[config.mk]
export PLATFORM = sky130hd
export DESIGN_NAME = keypad_scan_encoder
export DESIGN_NICKNAME = d
export VERILOG_FILES = /design/src/rtl/keypad_pkg.sv /design/src/rtl/freq_divider_n.sv /design/src/rtl/keypad_scan_encoder.sv
export SDC_FILE = /design/constraint.sdc
export NUM_CORES = 1
export LEC_CHECK = 0
export ABC_AREA = 1
export BUFFER_PORTS_ARGS = -buffer_cell sky130_fd_sc_hd__buf_2
export CELL_PAD_IN_SITES_DETAIL_PLACEMENT = 1
export CELL_PAD_IN_SITES_GLOBAL_PLACEMENT = 2
export CORE_MARGIN = 2
export CORE_UTILIZATION = 33
export CTS_CLUSTER_DIAMETER = 200
export CTS_CLUSTER_SIZE = 10
export DETAILED_ROUTE_END_ITERATION = 6
export PLACE_DENSITY = 0.83
export SYNTH_ARGS = -nofsm -noshare
export SYNTH_HDL_FRONTEND = slang
export SYNTH_HIERARCHICAL = 1
export SYNTH_SLANG_ARGS = --single-unit
[constraint.sdc]
create_clock -name Hz_100_clock -period 4.05 [get_ports Hz_100_clock]
set_clock_uncertainty 0.05 [all_clocks]
set_input_delay 0.2025 -clock Hz_100_clock [delete_from_list [all_inputs] [get_ports Hz_100_clock]]
set_output_delay 0.2025 -clock Hz_100_clock [all_outputs]
set_load 0.1 [all_outputs]
[src/rtl/keypad_pkg.sv]
// Shared definitions for the keypad scan encoder: FSM state encoding and default parameters.
// The optional auto-repeat feature is selected by the KEY_REPEAT_EN macro in the top module.
package keypad_pkg;

    typedef enum logic [1:0] {
        ST_IDLE     = 2'd0,
        ST_DEBOUNCE = 2'd1,
        ST_HELD     = 2'd2,
        ST_RELEASE  = 2'd3
    } key_state_t;

    localparam int DEF_N_KEYS          = 10;
    localparam int DEF_CODE_W          = 4;
    localparam int DEF_DEBOUNCE_CYCLES = 7;
    localparam int DEF_DIV_RATIO       = 100;
    localparam int DEF_REPEAT_CYCLES   = 50;

endpackage

[src/rtl/freq_divider_n.sv]
// Free-running divide-by-DIV_RATIO counter producing a registered 50% duty tick.
// The tick is high for the first half of each count period.
module freq_divider_n
    import keypad_pkg::*;
#(
    parameter int DIV_RATIO = DEF_DIV_RATIO
) (
    input  logic Hz_100_clock,
    input  logic clear,
    output logic tick
);

    localparam int DIV_W = (DIV_RATIO > 2) ? $clog2(DIV_RATIO) : 1;
    localparam logic [DIV_W-1:0] CNT_LAST = DIV_W'(DIV_RATIO - 1);
    localparam logic [DIV_W-1:0] CNT_HALF = DIV_W'(DIV_RATIO / 2);

    if ((DIV_RATIO < 2) || ((DIV_RATIO % 2) != 0)) begin : g_bad_div_ratio
        $error("freq_divider_n: DIV_RATIO must be even and >= 2");
    end

    logic [DIV_W-1:0] cnt_r;
    logic [DIV_W-1:0] cnt_next_s;
    logic             tick_r;

    // Next count value with wrap at the end of the period
    always_comb begin
        cnt_next_s = cnt_r + DIV_W'(1);
        if (cnt_r == CNT_LAST) begin
            cnt_next_s = {DIV_W{1'b0}};
        end else begin
            cnt_next_s = cnt_r + DIV_W'(1);
        end
    end

    // Count register and registered tick decode of the upcoming count
    always_ff @(posedge Hz_100_clock) begin
        if (clear) begin
            cnt_r  <= {DIV_W{1'b0}};
            tick_r <= 1'b0;
        end else begin
            cnt_r  <= cnt_next_s;
            tick_r <= (cnt_next_s < CNT_HALF);
        end
    end

    assign tick = tick_r;

endmodule

[src/rtl/keypad_scan_encoder.sv]
// Priority keypad encoder with press/release debounce, one-shot load strobe and slow tick mux.
// Define KEY_REPEAT_EN to add periodic auto-repeat strobes while a key stays held.
module keypad_scan_encoder
    import keypad_pkg::*;
#(
    parameter int N_KEYS          = DEF_N_KEYS,
    parameter int CODE_W          = DEF_CODE_W,
    parameter int DEBOUNCE_CYCLES = DEF_DEBOUNCE_CYCLES,
    parameter int DIV_RATIO       = DEF_DIV_RATIO,
    parameter int REPEAT_CYCLES   = DEF_REPEAT_CYCLES
) (
    input  logic              Hz_100_clock,
    input  logic              clear,
    input  logic [N_KEYS-1:0] teclado,
    input  logic              enablen,
    output logic [CODE_W-1:0] D,
    output logic              loadn,
    output logic              key_strobe,
    output logic              key_held,
    output logic              pgt_1Hz
);

    // Counter holds samples seen minus one; the last sample of a run lands on DB_LAST.
    localparam int DB_W = (DEBOUNCE_CYCLES > 2) ? $clog2(DEBOUNCE_CYCLES) : 1;
    localparam logic [DB_W-1:0] DB_LAST = DB_W'((DEBOUNCE_CYCLES >= 2) ? (DEBOUNCE_CYCLES - 2) : 0);

    if (CODE_W < $clog2(N_KEYS)) begin : g_bad_code_w
        $error("keypad_scan_encoder: CODE_W too small for N_KEYS");
    end
    if (DEBOUNCE_CYCLES < 1) begin : g_bad_debounce
        $error("keypad_scan_encoder: DEBOUNCE_CYCLES must be >= 1");
    end
    if (REPEAT_CYCLES < 1) begin : g_bad_repeat
        $error("keypad_scan_encoder: REPEAT_CYCLES must be >= 1");
    end

    key_state_t        state_r;
    logic [CODE_W-1:0] code_r;
    logic [DB_W-1:0]   cnt_r;
    logic [CODE_W-1:0] d_r;
    logic              strobe_r;
    logic              loadn_r;
    logic              held_r;
    logic              cand_valid_s;
    logic [CODE_W-1:0] cand_code_s;
    logic              tick_s;

`ifdef KEY_REPEAT_EN
    localparam int REP_W = (REPEAT_CYCLES > 2) ? $clog2(REPEAT_CYCLES) : 1;
    localparam logic [REP_W-1:0] REP_LAST = REP_W'(REPEAT_CYCLES - 1);
    logic [REP_W-1:0] rep_r;
`endif

    // Highest asserted key index wins
    always_comb begin
        cand_valid_s = |teclado;
        cand_code_s  = {CODE_W{1'b0}};
        for (int i = 0; i < N_KEYS; i++) begin
            cand_code_s = teclado[i] ? CODE_W'(i) : cand_code_s;
        end
    end

    // Scan FSM with registered code, strobe and held outputs
    always_ff @(posedge Hz_100_clock) begin
        if (clear) begin
            state_r  <= ST_IDLE;
            code_r   <= {CODE_W{1'b0}};
            cnt_r    <= {DB_W{1'b0}};
            d_r      <= {CODE_W{1'b0}};
            strobe_r <= 1'b0;
            loadn_r  <= 1'b1;
            held_r   <= 1'b0;
`ifdef KEY_REPEAT_EN
            rep_r    <= {REP_W{1'b0}};
`endif
        end else begin
            strobe_r <= 1'b0;
            loadn_r  <= 1'b1;
            case (state_r)
                ST_IDLE: begin
                    if (cand_valid_s && !enablen) begin
                        code_r <= cand_code_s;
                        cnt_r  <= {DB_W{1'b0}};
                        if (DEBOUNCE_CYCLES == 1) begin
                            state_r  <= ST_HELD;
                            d_r      <= cand_code_s;
                            strobe_r <= 1'b1;
                            loadn_r  <= 1'b0;
                            held_r   <= 1'b1;
`ifdef KEY_REPEAT_EN
                            rep_r    <= {REP_W{1'b0}};
`endif
                        end else begin
                            state_r <= ST_DEBOUNCE;
                        end
                    end
                end
                ST_DEBOUNCE: begin
                    if (enablen || !cand_valid_s) begin
                        state_r <= ST_IDLE;
                        cnt_r   <= {DB_W{1'b0}};
                    end else if (cand_code_s != code_r) begin
                        code_r <= cand_code_s;
                        cnt_r  <= {DB_W{1'b0}};
                    end else if (cnt_r == DB_LAST) begin
                        state_r  <= ST_HELD;
                        d_r      <= code_r;
                        strobe_r <= 1'b1;
                        loadn_r  <= 1'b0;
                        held_r   <= 1'b1;
                        cnt_r    <= {DB_W{1'b0}};
`ifdef KEY_REPEAT_EN
                        rep_r    <= {REP_W{1'b0}};
`endif
                    end else begin
                        cnt_r <= cnt_r + DB_W'(1);
                    end
                end
                ST_HELD: begin
                    if (!cand_valid_s) begin
                        cnt_r <= {DB_W{1'b0}};
                        if (DEBOUNCE_CYCLES == 1) begin
                            state_r <= ST_IDLE;
                            held_r  <= 1'b0;
                        end else begin
                            state_r <= ST_RELEASE;
                        end
                    end else begin
`ifdef KEY_REPEAT_EN
                        if (rep_r == REP_LAST) begin
                            rep_r    <= {REP_W{1'b0}};
                            strobe_r <= 1'b1;
                            loadn_r  <= 1'b0;
                        end else begin
                            rep_r <= rep_r + REP_W'(1);
                        end
`endif
                    end
                end
                ST_RELEASE: begin
                    // A returning key resumes the hold silently; only a full release re-arms
                    if (cand_valid_s) begin
                        state_r <= ST_HELD;
                        cnt_r   <= {DB_W{1'b0}};
`ifdef KEY_REPEAT_EN
                        rep_r   <= {REP_W{1'b0}};
`endif
                    end else if (cnt_r == DB_LAST) begin
                        state_r <= ST_IDLE;
                        held_r  <= 1'b0;
                        cnt_r   <= {DB_W{1'b0}};
                    end else begin
                        cnt_r <= cnt_r + DB_W'(1);
                    end
                end
                default: begin
                    state_r <= ST_IDLE;
                    cnt_r   <= {DB_W{1'b0}};
                    held_r  <= 1'b0;
                end
            endcase
        end
    end

    freq_divider_n #(
        .DIV_RATIO (DIV_RATIO)
    ) u_div (
        .Hz_100_clock (Hz_100_clock),
        .clear        (clear),
        .tick         (tick_s)
    );

    assign D          = d_r;
    assign loadn      = loadn_r;
    assign key_strobe = strobe_r;
    assign key_held   = held_r;
    assign pgt_1Hz    = enablen ? tick_s : strobe_r;

endmodule

==> results of run 1 <==
[per-layer routing]
metal / global-route usage (%) / wire length, um
met3: 3.46 / 114
met1: 19.2 / 1680
met4: 6.41 / 41
met2: 27.8 / 1750
met5: 0 / 0
[power by group through the flow]
stage          logic [mW]  registers, mW  clock network, mW
3_3_place_gp        0.110          0.271                  0
4_1_cts             0.115          0.267              0.221
6_report            0.114          0.267              0.214
2_1_floorplan      0.0891          0.267                  0
3_5_place_dp        0.115          0.272                  0
5_1_grt             0.129          0.269              0.233
[cell usage after synthesis, types with 3 or more instances]
library cell  count  area share [%]
dfxtp_1          24              33
o21ai_1           3             1.0
inv_1            35             9.1
nand2_1          54              14
nand4_1           7             3.0
nand3_1          16             5.6
nor2_1           20             5.2
a21oi_1          10             3.5
inv_2             3            0.78
nor2_2            5             2.2
[state kept, by name, indices dropped and copies added (netlist names)]
signal       flops
u_div/cnt_r      7
cnt_r            3
key_strobe       1
code_r           4
key_held         1
state_r          2
loadn            1
D                4
u_div/tick       1
[layout make-up]
class,instances,area share (%)
multi-input combinational,142,48.1
sequential,24,28.9
inverter,39,8.95
timing repair buffer,20,6.02
tap,50,3.76
clock buffer,3,2.48
clock inverter,1,1.81
[worst paths after layout]
| check | to | slack (ps) | cells past startpoint |
|---|---|---|---|
| worst max-delay path | cnt_r[2] | 2370 | 8 |
| worst min-delay path | code_r[0] | 220 | 2 |
| worst max register to register | cnt_r[2] | 2370 | 8 |
| worst min register to register | D[3] | 420 | 2 |
[metrics by stage]
stage                     total power [mW]  hold slack [ps]  area [um2]  setup slack (ps)  utilization [%]
after floorplan                      0.356              222        1440              2080                -
after global placement               0.381              401        1590              2400             38.9
after detailed placement             0.387              413        1590              2320             38.9
after CTS                            0.603              230        1660              2350             40.7
after global routing                 0.631              231        1660              2200             40.7
final                                0.595              225        1660              2370             40.7
[logic make-up after synthesis]
group,Yosys count
AOI/OAI and AO/OA,23
xor gates and xnor gates,3
adders and majority gates,1
buffers and inverters,40
DFF,24
and+or+nand+nor,115
==> flow_metrics.py, run 1 <==
metrics = {
    "timing": {
        "fin_crit_ps": 1680,
        "setup-tns-final_ps": 0,
        "tightest_slew_ps": 489,
        "hold_violations": 0,
        "slew_violations": 0,
        "finalSetupViolCount": 0,
        "period_share_pct": 41.5,
        "grt_setup_unrepaired": "false",
        "fmax_mhz": 595,
        "max_slew_margin_pct": 67.6,
    },
    "cts": {
        "cts_setup_buffers": 0,
        "cts_tree": "yes",
        "clk_pin_slew_ps": 90,
        "cts_sinks": 24,
        "clock-root-buffer": "clkbuf_8",
        "hold_buffers": 0,
        "clockBufferDepth": 2,
        "clock_latency_ps": 270,
        "numCtsBuffers": 3,
        "cts_max_level": 1,
        "cts_resized": 0,
    },
    "setup_path": {
        "cpLargestDelayFamily": "flip-flops",
        "path_buf_inv": 3,
        "endpoint_kind": "flip-flop",
        "path_cells": "inv_2 -> nor2_2 -> inv_1 -> nor2_2 -> inv_2 -> o21ai_2 -> nand2_1 -> a21oi_1",
        "worstSetupStartpointType": "flip-flop",
        "crit_fanout": 7,
        "cp_slowest_cell": "dfxtp_1",
        "crit_arrival_ps": 1840,
        "required_ps": 4210,
        "cpPeakStageDelay_ps": 550,
        "r2r_start": "state_r[0]",
        "worst-setup-path-type": "flip-flop to flip-flop",
        "crit_path_start": "state_r[0]",
    },
    "placed_design": {
        "gp_congestion": 0.927,
        "port-buffer-count": 20,
        "placed_cells": 275,
        "dp_hpwl_mm": 2.96,
    },
    "power": {
        "p_comb_share_pct": 19.1,
        "p_sw_uw": 174,
        "swShare_pct": 29.2,
        "power_leakage_nw": 0.789,
        "power_frac_seq_pct": 44.8,
        "irDropWorstVdd_mv": 0.156,
        "p_int_uw": 421,
        "clockPowerShare_pct": 36.0,
        "p_per_area_mw_per_mm2": 358,
    },
    "grt": {
        "gr-usage-all-layers_pct": 16.1,
        "grt_start_max_net_pins": 15,
        "antenna_found_initial": 0,
        "grt.overflow.total": 0,
        "grt_pass1_wl_mm": 6.36,
        "grt_pass1_vias": 1395,
    },
    "routing": {
        "wl_per_cell_um": 12.9,
        "drc": 0,
        "ant_nets": 0,
        "vias": 1353,
        "drtIter0Drc": 28,
        "wl_mm": 3.59,
        "via_per_inst": 4.85,
        "dr.pass1.iters": 4,
    },
    "logic_synthesis": {
        "synth_xor_area_share_pct": 2.35,
        "yosysSeqAreaShare_pct": 33.4,
        "synth_compound_area_share_pct": 10.5,
        "avgSynthCellArea_um2": 6.97,
        "synthFlopType": "dfxtp_1",
        "synthAdderAreaFrac_pct": 0.871,
        "yosysWarnings": 6,
        "async_flop_share_pct": 0,
        "syn_area_mm2": 0.00144,
        "ys_ff_latch": 24,
        "synthSimpleGateAreaFrac_pct": 42.0,
        "synth_edf_count": 0,
        "synthesis.nets": 220,
        "synth_mux_area_share_pct": 0,
        "synth_top_family_by_area": "simple AND/OR/NAND/NOR gates",
        "synth_cell_type_count": 31,
        "synth_cells": 206,
    },
    "finish": {
        "drive_gt1_share_pct": 21.8,
        "regArea_um2": 480,
        "fillCellCount": 555,
        "area_growth_pct": 15.8,
        "antenna_cells": 0,
        "layout_common_cells": "nand2_1 (54), inv_1 (35), dfxtp_1 (24), nor2_1 (20), buf_2 (20)",
        "final_common_cell": "nand2_1",
        "fin_cells": 279,
        "multi_input_area_um2": 800,
        "nNetsFinal": 244,
    },
    "hold_path": {
        "hp-start": "clear",
        "hp-class": "input port to flip-flop",
    },
    "job": {
        "cap_violations": 0,
    },
    "floorplanning": {
        "dieWidth_um": 70.0,
        "ios": 21,
        "fp-row-count": 23,
        "core_mm2": 0.00409,
        "die_height_um": 70.0,
        "dieArea_mm2": 0.00490,
        "initial_utilization_pct": 35.2,
    },
    "run_status": {
        "status": "complete, no violations",
    },
}
No activity file was read; power rests on OpenSTA's default activity.
==> inputs of run 2 (changes only) <==
--- a/config.mk
+++ b/config.mk
@@ -10,11 +10,11 @@
 export CELL_PAD_IN_SITES_DETAIL_PLACEMENT = 1
 export CELL_PAD_IN_SITES_GLOBAL_PLACEMENT = 2
 export CORE_MARGIN = 2
-export CORE_UTILIZATION = 33
+export CORE_UTILIZATION = 28
 export CTS_CLUSTER_DIAMETER = 200
 export CTS_CLUSTER_SIZE = 10
 export DETAILED_ROUTE_END_ITERATION = 6
-export PLACE_DENSITY = 0.83
+export PLACE_DENSITY = 0.75
 export SYNTH_ARGS = -nofsm -noshare
 export SYNTH_HDL_FRONTEND = slang
 export SYNTH_HIERARCHICAL = 1
==> constraint.sdc (replaced) <==
create_clock -name Hz_100_clock -period 1.52 [get_ports Hz_100_clock]
set_clock_uncertainty 0.05 [all_clocks]
set_input_delay 0.076 -clock Hz_100_clock [delete_from_list [all_inputs] [get_ports Hz_100_clock]]
set_output_delay 0.076 -clock Hz_100_clock [all_outputs]
set_load 0.1 [all_outputs]
==> flow_metrics.py, run 2 (synthesis results as in run 1) <==
metrics = {
    "timing": {
        "finalSetupViolCount": 0,
        "setup-tns-final_ps": 0,
        "fmax_mhz": 705,
        "max_slew_margin_pct": 67.2,
        "slew_violations": 0,
        "hold_violations": 0,
        "fin_crit_ps": 1420,
        "grt_setup_unrepaired": "true",
        "tightest_slew_ps": 495,
        "period_share_pct": 93.3,
    },
    "floorplanning": {
        "core_mm2": 0.00504,
        "dieWidth_um": 75.6,
        "dieArea_mm2": 0.00572,
        "die_height_um": 75.6,
        "fp-row-count": 26,
        "ios": 21,
        "initial_utilization_pct": 28.5,
    },
    "routing": {
        "vias": 1349,
        "via_per_inst": 4.42,
        "dr.pass1.iters": 4,
        "ant_nets": 0,
        "drc": 0,
        "wl_per_cell_um": 11.0,
        "wl_mm": 3.34,
        "drtIter0Drc": 49,
    },
    "hold_path": {
        "hp-start": "clear",
        "hold_path_depth": 2,
        "hp-class": "input port to flip-flop",
        "min_to": "u_div/cnt_r[1]",
    },
    "grt": {
        "grt_pass1_vias": 1360,
        "grt.overflow.total": 0,
        "gr-usage-all-layers_pct": 13.3,
        "grt_start_max_net_pins": 15,
        "antenna_found_initial": 0,
        "grt_pass1_wl_mm": 5.80,
    },
    "setup_path": {
        "r2r-end": "loadn",
        "rrSetupSlack_ps": 100,
        "required_ps": 1650,
        "worst-setup-path-type": "flip-flop to flip-flop",
        "endpoint_kind": "flip-flop",
        "worstSetupStartpointType": "flip-flop",
        "crit_arrival_ps": 1540,
        "r2r_cells": 8,
        "r2r_start": "code_r[3]",
        "crit_fanout": 5,
    },
    "cts": {
        "numCtsBuffers": 3,
        "cts_setup_buffers": 0,
        "clockBufferDepth": 2,
        "cts_sinks": 24,
        "cts_max_level": 1,
        "clock_latency_ps": 270,
        "cts_tree": "yes",
        "clk_pin_slew_ps": 90,
        "clock-root-buffer": "clkbuf_8",
    },
    "placed_design": {
        "port-buffer-count": 20,
        "placed_cells": 301,
        "gp_congestion": 0.702,
        "dp_hpwl_mm": 2.80,
    },
    "power": {
        "p_per_area_mw_per_mm2": 912,
        "total_power_mw": 1.60,
        "power_leakage_nw": 0.822,
        "irDropWorstVdd_mv": 0.414,
    },
    "finish": {
        "drive_gt1_share_pct": 27.2,
        "largest_register_ffs": 7,
        "post-route-util_pct": 34.8,
        "layout_common_cells": "nand2_1 (52), inv_1 (35), nor2_1 (20), buf_2 (20), dfxtp_1 (19)",
        "fin_cells": 305,
        "final_common_cell": "nand2_1",
        "fillCellCount": 659,
        "largest_register": "u_div/cnt_r",
        "antenna_cells": 0,
        "nNetsFinal": 250,
        "area_growth_pct": 22.1,
    },
    "job": {
        "cap_violations": 0,
    },
    "run_status": {
        "status": "complete, no violations",
    },
}
run 2: cell types whose count changed in the layout (fill, tap and decap cells not counted), sizes merged:
cell / change
buf: +6
run 2: what timing repair did:
action / in CTS / in global routing
gates resized for setup: 1 / 7
hold buffers: 0 / 0
endpoints found under the setup margin: 3 / 11
pin swaps: 0 / 3
run 2: power breakdown:
| group | total, mW | switching, mW | internal [mW] |
|---|---|---|---|
| Combinational | 0.340 | 0.214 | 0.126 |
| Clock | 0.565 | 0.212 | 0.352 |
| Sequential | 0.695 | 0.0304 | 0.665 |
| Total | 1.60 | 0.457 | 1.14 |
run 2: stage by stage:
stage               hold slack (ps)  instance area (um2)  worst slack, ps
floorplan                      95.1                 1440              103
global route                    115                 1750            -42.0
global placement                383                 1670            -41.8
CTS                            99.3                 1740             23.4
finish                         96.9                 1750              102
detailed placement              389                 1670            -71.7
run 2: per-layer routing:
metal,wire (um),GRT usage (%),share of wire [%]
met5,0,0,0
met4,65,5.26,1.9
met2,1600,23.1,48
met1,1550,16.0,46
met3,121,2.65,3.6
run 2: worst max-delay path, cell delays in order, from the launching register on:
cell and delay (ps):
dfxtp_4 370, xor2_2 150, nand3_2 100, nor2_4 170, nand3_4 120, inv_4 100
nand3_4 90, nor2_2 130, inv_2 30
run 2: worst max path at each step:
stage / start / to / slack [ps] / depth (start not counted)
2_1_floorplan: state_r[0] / state_r[1] / 100 / 10
3_3_place_gp: teclado[4] / loadn / -40 / 13
3_5_place_dp: teclado[4] / loadn / -70 / 13
4_1_cts: state_r[0] / cnt_r[2] / 20 / 8
5_1_grt: state_r[0] / cnt_r[2] / -40 / 8
6_report: code_r[3] / loadn / 100 / 8
run 2: final cells by class:
class | count | area [um2] | area share [%]
inverter | 39 | 149 | 8.49
clock inverter | 1 | 30.0 | 1.71
sequential | 24 | 489 | 27.9
tap | 70 | 87.6 | 4.99
timing repair buffer | 26 | 145 | 8.27
multi-input combinational | 142 | 812 | 46.3
clock buffer | 3 | 41.3 | 2.35
==> inputs of run 3 (changes only) <==
--- a/config.mk
+++ b/config.mk
@@ -6,14 +6,14 @@
 export NUM_CORES = 1
 export LEC_CHECK = 0
 export ABC_AREA = 1
-export BUFFER_PORTS_ARGS = -buffer_cell sky130_fd_sc_hd__buf_2
 export CELL_PAD_IN_SITES_DETAIL_PLACEMENT = 1
 export CELL_PAD_IN_SITES_GLOBAL_PLACEMENT = 2
 export CORE_MARGIN = 2
-export CORE_UTILIZATION = 28
+export CORE_UTILIZATION = 31
 export CTS_CLUSTER_DIAMETER = 200
 export CTS_CLUSTER_SIZE = 10
 export DETAILED_ROUTE_END_ITERATION = 6
+export DONT_BUFFER_PORTS = 1
 export PLACE_DENSITY = 0.75
 export SYNTH_ARGS = -nofsm -noshare
 export SYNTH_HDL_FRONTEND = slang
==> flow_metrics.py, run 3 (synthesis results as in run 1) <==
metrics = {
    "finish": {
        "layout_common_cells": "nand2_1 (52), inv_1 (33), nor2_1 (20), dfxtp_1 (19), nand3_1 (16)",
        "area_growth_pct": 17.5,
        "largest_register_ffs": 7,
        "post-route-util_pct": 38.2,
        "regArea_um2": 487,
        "final_common_cell": "nand2_1",
        "drive_gt1_share_pct": 23.9,
        "antenna_cells": 0,
        "multi_input_area_um2": 820,
        "largest_register": "u_div/cnt_r",
        "fillCellCount": 584,
        "nNetsFinal": 237,
        "fin_cells": 274,
    },
    "timing": {
        "fin_crit_ps": 1410,
        "max_slew_margin_pct": 59.4,
        "period_share_pct": 93.0,
        "hold_violations": 0,
        "fmax_mhz": 708,
        "setup-tns-final_ps": 0,
        "grt_setup_unrepaired": "false",
        "finalSetupViolCount": 0,
        "slew_violations": 0,
        "tightest_slew_ps": 607,
    },
    "power": {
        "total_power_mw": 1.46,
        "irDropWorstVdd_mv": 0.403,
        "power_frac_seq_pct": 48.0,
        "p_per_area_mw_per_mm2": 868,
        "swShare_pct": 30.9,
        "power_leakage_nw": 0.763,
        "p_comb_share_pct": 21.8,
        "p_int_mw": 1.01,
        "clockPowerShare_pct": 30.2,
        "p_sw_uw": 452,
    },
    "grt": {
        "grt_start_max_net_pins": 14,
        "grt_pass1_vias": 1428,
        "gr-usage-all-layers_pct": 15.1,
        "grt.overflow.total": 0,
        "grt_pass1_wl_mm": 6.20,
        "antenna_found_initial": 0,
    },
    "setup_path": {
        "path_cells": "xor2_2 -> nand3_2 -> nor2_4 -> nand3_4 -> inv_4 -> nand3_4 -> nand2_1 -> a21oi_2",
        "cpPeakStageDelay_ps": 370,
        "crit_path_start": "code_r[3]",
        "worst-setup-path-type": "flip-flop to flip-flop",
        "crit_fanout": 5,
        "rrSetupSlack_ps": 110,
        "cp_num_cells": 8,
        "endpoint_kind": "flip-flop",
        "worstSetupStartpointType": "flip-flop",
        "r2r_cells": 8,
        "cpLargestDelayFamily": "simple AND/OR/NAND/NOR gates",
        "cp_slowest_cell": "dfxtp_2",
        "cp_common_cell": "nand3_4",
        "crit_arrival_ps": 1500,
        "r2r_start": "code_r[3]",
        "required_ps": 1600,
        "path_buf_inv": 1,
    },
    "placed_design": {
        "placed_cells": 269,
        "dp_hpwl_mm": 2.93,
        "gp_congestion": 0.809,
        "port-buffer-count": 0,
    },
    "cts": {
        "clock-root-buffer": "clkbuf_8",
        "numCtsBuffers": 3,
        "cts_sinks": 24,
        "clockBufferDepth": 2,
        "clk_pin_slew_ps": 90,
        "cts_tree": "yes",
        "clock_latency_ps": 270,
        "cts_max_level": 1,
    },
    "hold_path": {
        "hold_path_depth": 3,
        "hp-class": "input port to flip-flop",
        "hp-start": "clear",
    },
    "floorplanning": {
        "dieWidth_um": 72.1,
        "initial_utilization_pct": 32.5,
        "die_height_um": 72.1,
        "dieArea_mm2": 0.00519,
        "core_mm2": 0.00441,
        "ios": 21,
        "fp-row-count": 24,
    },
    "routing": {
        "drc": 0,
        "via_per_inst": 4.82,
        "wl_per_cell_um": 13.0,
        "dr.pass1.iters": 4,
        "drtIter0Drc": 19,
        "wl_mm": 3.58,
        "ant_nets": 0,
        "vias": 1321,
    },
    "job": {
        "cap_violations": 0,
    },
    "run_status": {
        "status": "complete, no violations",
    },
}
==> run 3: timing repair <==
item                       4_1_cts  5_1_grt
hold buffers                     1        0
setup buffers                    0        0
setup endpoints to repair        0       12
hold endpoints to repair        15        0
gates resized for setup          0       10
==> run 3: power by group through the flow <==
| stage | clock network [mW] | logic (mW) | registers [mW] |
|---|---|---|---|
| final | 0.442 | 0.320 | 0.703 |
| after global routing | 0.496 | 0.358 | 0.708 |
| after CTS | 0.472 | 0.320 | 0.701 |
| after detailed placement | 0 | 0.311 | 0.715 |
| after global placement | 0 | 0.298 | 0.713 |
| after floorplan | 0 | 0.238 | 0.711 |
==> run 3: area by class of cell <==
class,instances,share of cell area (%)
inverter,39,8.82
tap,52,3.85
timing repair buffer,13,6.67
clock buffer,4,3.26
multi-input combinational,142,48.6
sequential,24,28.8
==> run 3: through the flow <==
stage / instance area (um2) / setup slack (ps) / hold slack [ps]
after detailed placement: 1600 / 23.2 / 94.6
after floorplan: 1440 / 103 / 95.1
after global routing: 1690 / 1.04 / 42.0
after global placement: 1600 / 118 / 91.8
after CTS: 1670 / 45.9 / 31.5
final: 1690 / 107 / 30.9
==> run 3: path summary, 6_finish.rpt <==
check | endpoint
max | D[3]
min | cnt_r[1]
max reg2reg | D[3]
min reg2reg | u_div/cnt_r[0]
==> run 3: metal layers <==
metal / global-route usage (%) / wire (um)
met5: 0 / 0
met4: 4.40 / 44
met3: 3.61 / 145
met2: 28.5 / 1920
met1: 16.6 / 1470
==> run 3: worst register-to-register path, stage by stage, from the launching register on <==
cell	delay [ps]
dfxtp_2	370
xor2_2	140
nand3_2	110
nor2_4	160
nand3_4	120
inv_4	100
nand3_4	80
nand2_1	90
a21oi_2	60
